## src/rtl/herring_bus_sequencer.sv

```systemverilog
// 65C02 bus sequencer: derives PHI2 from clk_src, decodes chip selects and
// stretches the high phase with per-region and externally requested wait states.
module herring_bus_sequencer #(
  parameter int HALF_DIV = 5,
  parameter int ROM_WAIT = 0,
  parameter int IO_WAIT  = 10
) (
  input  logic       clk_src,
  input  logic       rst_n,
  input  logic [5:0] address,
  input  logic       rw,
  input  logic       ext_wait,
  output logic       cpu_clk_in,
  output logic [7:0] decoder,
  output logic       phi2_fall
);

  localparam logic [0:0] ST_LOW  = 1'b0;
  localparam logic [0:0] ST_HIGH = 1'b1;

  localparam logic [7:0] HALF_W  = 8'(HALF_DIV);
  localparam logic [7:0] HALF_M1 = 8'(HALF_DIV - 1);
  localparam logic [7:0] ROM_W   = 8'(ROM_WAIT);
  localparam logic [7:0] IO_W    = 8'(IO_WAIT);

  logic [0:0] state_q, state_d;
  logic [7:0] cnt_q, cnt_d;
  logic [7:0] target_q, target_d;
  logic       rw_l_q, rw_l_d;
  logic       clk_q, clk_d;
  logic       wr_n_q, wr_n_d;
  logic [1:0] sync_q, sync_d;
  logic       ext_s;
  logic       fall;
  logic [7:0] region_w;
  logic [7:0] last_cnt;

  assign ext_s = sync_q[1];

  always_comb begin
    region_w = 8'd0;
    if (address[5:3] == 3'b111) begin
      region_w = ROM_W;
    end else if (address[5:2] == 4'b1000) begin
      region_w = IO_W;
    end
    last_cnt = target_q - 8'd1;

    state_d  = state_q;
    cnt_d    = cnt_q;
    target_d = target_q;
    rw_l_d   = rw_l_q;
    clk_d    = clk_q;
    wr_n_d   = 1'b1;
    fall     = 1'b0;
    sync_d   = {sync_q[0], ext_wait};

    case (state_q)
      ST_LOW: begin
        clk_d = 1'b0;
        if (cnt_q == HALF_M1) begin
          // Wait length and direction are frozen here for the whole high phase.
          state_d  = ST_HIGH;
          cnt_d    = 8'd0;
          target_d = HALF_W + region_w;
          rw_l_d   = rw;
          clk_d    = 1'b1;
          wr_n_d   = rw;
        end else begin
          cnt_d = cnt_q + 8'd1;
        end
      end
      default: begin
        clk_d = 1'b1;
        if (cnt_q == last_cnt) begin
          if (!ext_s) begin
            state_d = ST_LOW;
            cnt_d   = 8'd0;
            clk_d   = 1'b0;
            fall    = 1'b1;
          end
        end else begin
          // Strobe releases one cycle early so RAM sees data hold before PHI2 falls.
          cnt_d  = cnt_q + 8'd1;
          wr_n_d = rw_l_q | (cnt_d == last_cnt);
        end
      end
    endcase
  end

  always_ff @(posedge clk_src or negedge rst_n) begin
    if (!rst_n) begin
      state_q  <= ST_LOW;
      cnt_q    <= 8'd0;
      target_q <= HALF_W;
      rw_l_q   <= 1'b1;
      clk_q    <= 1'b0;
      wr_n_q   <= 1'b1;
      sync_q   <= 2'b00;
    end else begin
      state_q  <= state_d;
      cnt_q    <= cnt_d;
      target_q <= target_d;
      rw_l_q   <= rw_l_d;
      clk_q    <= clk_d;
      wr_n_q   <= wr_n_d;
      sync_q   <= sync_d;
    end
  end

  assign cpu_clk_in = clk_q;
  assign phi2_fall  = fall;
  assign decoder    = {1'b1,
                       ~(address == 6'b100000),
                       ~(address == 6'b100001),
                       ~(address == 6'b100010),
                       ~(address == 6'b100011),
                       1'b1,
                       ~(address[5:3] == 3'b111),
                       wr_n_q};

endmodule

```

## config.mk

```make
export PLATFORM = sky130hd
export DESIGN_NAME = herring_bus_sequencer
export DESIGN_NICKNAME = d
export VERILOG_FILES = /design/src/rtl/herring_bus_sequencer.sv
export SDC_FILE = /design/constraint.sdc
export NUM_CORES = 1
export LEC_CHECK = 0
export CAP_MARGIN = 20
export CORE_UTILIZATION = 45
export CTS_CLUSTER_SIZE = 8
export DETAILED_ROUTE_END_ITERATION = 10
export PLACE_DENSITY = 0.72
export SYNTH_ARGS = -nofsm -noshare
export SYNTH_HDL_FRONTEND = slang
export SYNTH_SLANG_ARGS = --single-unit
```

## constraint.sdc

```tcl
create_clock -name clk_src -period 2.6 [get_ports clk_src]
set_clock_uncertainty 0.1 [all_clocks]
set_input_delay 0.78 -clock clk_src [delete_from_list [all_inputs] [get_ports clk_src]]
set_output_delay 0.78 -clock clk_src [all_outputs]
set_load 0.05 [all_outputs]
```

==> impl_summary.md <==
Outcome
The run finished, with violations left. The final reports fail on setup timing.

Global route
The first global-routing pass estimated 3105 um of wire. Global routing used roughly 20% of the available tracks across all layers. The leftover overflow at the end of global routing is 0.

The number of global-route vias before repair was 723. The initial antenna violation count is 0. Entering global routing, the biggest net connects 15 pins.

Yosys
Synthesis inferred 14 register bits. In this run, synthesis inferred 0 flip-flops with an integrated enable. The instance count of the mapped netlist is 100.

The sequential cell area fraction in the yosys report is 38.11%. For this run, the leading register cell type out of synthesis is sky130_fd_sc_hd__dfrtp_1. The fraction of registers with async set or reset after synthesis is 100.0%. The average footprint of a synthesized cell is 9.259 sq um.

The number of different library cells used by synthesis comes to 42. The area of the mapped netlist is between 900 and 1000 sq um. Yosys printed 0 warnings.

CTS
For the worst-skew pair, the clock arrives at the later sink with an insertion delay of 280 ps. After clock tree synthesis, the clock-pin slew on the worst setup and hold paths is 80 ps. The clock tree root buffer cell is sky130_fd_sc_hd__clkbuf_4. In this run, post-CTS hold repair placed 0 buffers. The maximum clock path buffer count is 2. The sink count of the clock tree is 14.

The CTS tree is built. The number of clock buffers added by TritonCTS is 3. CTS built an H-tree with a depth of 1.

Min path
In this run the worst hold path is classified as reg -> reg. The source of the worst hold timing path is sync_q[0]. The endpoint of the worst hold-timing path is sync_q[1].

The number of cells on the worst hold path is 0.

Detailed routing
The total via count after detailed routing is 836. The first routing iteration left 17 violations. The via density per instance is between 5 and 6.

After detailed routing, the met3 layer carries just under 70 um of wire. The highest layer touched by signal routing is met4. The count of unresolved DRC violations after routing is 0. Once detail routing completed, the nets flagged for antenna violations numbered 0. Summed over all layers, the routed wires come to 2003 um. Wire segments on met2 add up to 988 um in the final route. The count of TritonRoute iterations in the first routing pass is 4. After detailed routing, the average wire length per cell comes to approximately 13 um. The routed length on met1 is a little over 900 um.

Place
The placer congestion estimate is 0.8192. The placed instances occupy a cell area of between 1000 and 1500 sq um. Input and output buffers added on the ports amount to 17.

The count of placed standard cells including taps is around 140. The final HPWL from detailed placement is 1490 um. The worst setup timing slack at the placement stage is -545.7 ps.

STA
Timing would allow up to around 360 MHz. The slew at the pin closest to its max-slew limit is around 620 ps. Across all setup checks in the final design, the least slack found is -172.6 ps. The total count of max-transition violations in the final report is 0.

The post-route fraction of the period consumed by the critical path is 106.6%. The final sum of negative setup slack is -544.7 ps. Setup repair after global routing could not meet its margin everywhere. Subtracting the final worst setup slack from the clock period gives 2773 ps. Hold timing on the final database bottoms out at a slack of approximately 260 ps.

The number of hold violations in the final report came to 0. The worst slew margin relative to its limit is 58.75%. The setup-violating endpoint count in the final report is 4.

Die
The floorplan die width is ~47 um. The die is ~47 um tall. The initial utilization of the core area, before any placement, comes to roughly 48%. The die covers 2243 sq um.

The total number of placement rows is 16. In this run the standard cell core region covers 1942 sq um. The number of placed I/O pins is 20.

Final layout
The number of non-filler instances in the completed layout is ~150. The share of cells above drive strength 1 is between 30% and 40%. The final design area excluding fillers is between 1000 and 1500 sq um.

The top cell types in the final layout, fill and taps aside, are sky130_fd_sc_hd__buf_4, sky130_fd_sc_hd__dfrtp_1, sky130_fd_sc_hd__nand3_1, sky130_fd_sc_hd__nand2_1, sky130_fd_sc_hd__clkdlybuf4s50_1. For this run, the share of the core covered by cells in the final layout is a little under two thirds. The repair_antennas step left the layout with diodes totalling 0.

After the last flow step, the layout net total stands at approximately 140. Compared with the post-synthesis result, the final layout area differs by 33.92%. The commonest non-fill, non-tap cell in the layout is sky130_fd_sc_hd__buf_4.

Worst setup path
The kind of capture point of the worst setup path is an output pin. The reg-to-reg critical path startpoint is cnt_q[1]. The type of origin of the critical path is an input port.

In this run the worst path has a maximum fanout of 2. The worst setup path is of the in -> out kind. Counting cells, the worst reg-to-reg path comes to 6. The endpoint of the most critical register-to-register path is wr_n_q.

The setup check on the worst reg-to-reg path leaves a slack of 630 ps. The beginning of the critical path is address[2]. The required time at the worst-slack endpoint is 1720 ps.

The signal arrival time at the worst endpoint is roughly 1900 ps.

Pwr
Overall power consumption after layout is estimated at 1.202 mW. For this design the ratio of total power to cell area is between 900 and 1000 nW/um^2. The static leakage is a little over 0.5 nW. The worst-case IR drop observed on VDD is 0.5399 mV.

Flow run
The total of max-cap violations is 0.
## kinds of logic after synthesis
group,after synthesis,share of synthesized area (%)
fa+ha+maj,2,2.702
other cells,1,0.4050
xor+xnor,6,5.677
mux,1,1.621
buf+inv,13,7.433
compound gates,18,14.33
simple gates,45,29.73
flops,14,38.11
## Yosys cell counts, types with 2 or more instances
cell type,number,share of area (%)
sky130_fd_sc_hd__dfrtp_1,12,32
sky130_fd_sc_hd__nand3_1,9,4.9
sky130_fd_sc_hd__nand2_1,8,3.2
sky130_fd_sc_hd__nor2_1,7,2.8
sky130_fd_sc_hd__inv_1,5,2.0
sky130_fd_sc_hd__and3_1,4,2.7
sky130_fd_sc_hd__buf_2,4,2.2
sky130_fd_sc_hd__buf_4,4,3.2
sky130_fd_sc_hd__a21oi_1,3,1.6
sky130_fd_sc_hd__nor3_1,3,1.6
sky130_fd_sc_hd__xnor2_1,3,2.8
sky130_fd_sc_hd__xor2_1,3,2.8
sky130_fd_sc_hd__a311oi_1,2,1.9
sky130_fd_sc_hd__dfstp_2,2,5.7
sky130_fd_sc_hd__ha_1,2,2.7
sky130_fd_sc_hd__o21ai_0,2,1.1
sky130_fd_sc_hd__or3_1,2,1.4
## worst max-delay path by stage
stage	endpoint	slack [ps]	cells past startpoint
2_1_floorplan	decoder[6]	-30	2
6_report	decoder[6]	-170	4
5_1_grt	decoder[6]	-190	4
3_3_place_gp	decoder[6]	-530	4
3_5_place_dp	decoder[6]	-550	4
4_1_cts	decoder[6]	-240	4
## report_power, final
group / internal (mW) / total [mW] / switching, mW
registers: 0.315 / 0.448 / 0.133
clock network: 0.0594 / 0.131 / 0.0711
logic: 0.290 / 0.623 / 0.333
total: 0.664 / 1.20 / 0.538
## critical path: stages
cell and delay (ps):
sky130_fd_sc_hd__buf_6 90, sky130_fd_sc_hd__or4b_4 520, sky130_fd_sc_hd__or3_4 350, sky130_fd_sc_hd__buf_8 160
## layer usage
| metal | track usage [%] | vias to the layer above |
|---|---|---|
| li1 | - | 412 |
| met1 | 27.44 | 403 |
| met2 | 30.68 | 17 |
| met3 | 3.846 | 4 |
| met4 | 9.714 | 0 |
| met5 | 0 | - |
## sequential cells by signal, indices dropped and copies added (netlist names)
signal      flops
rw_l_q          1
cpu_clk_in      1
sync_q          2
wr_n_q          1
cnt_q           8
target_q        1
## timing repair
action	CTS	global route
resized for setup	20	5
endpoints found under the setup margin	4	5
setup buffers	0	4
pin swaps	2	5
## cell type report
cell class              instances  area, sq um
fillers                       177        701.9
multi-input cells              74        531.8
flip-flops and latches         14        355.3
repair buffers                 28        274.0
well taps                      27        33.78
clock buffers                   4        26.28
inverters                       5        18.77
Power figures use the tool's default switching activity.
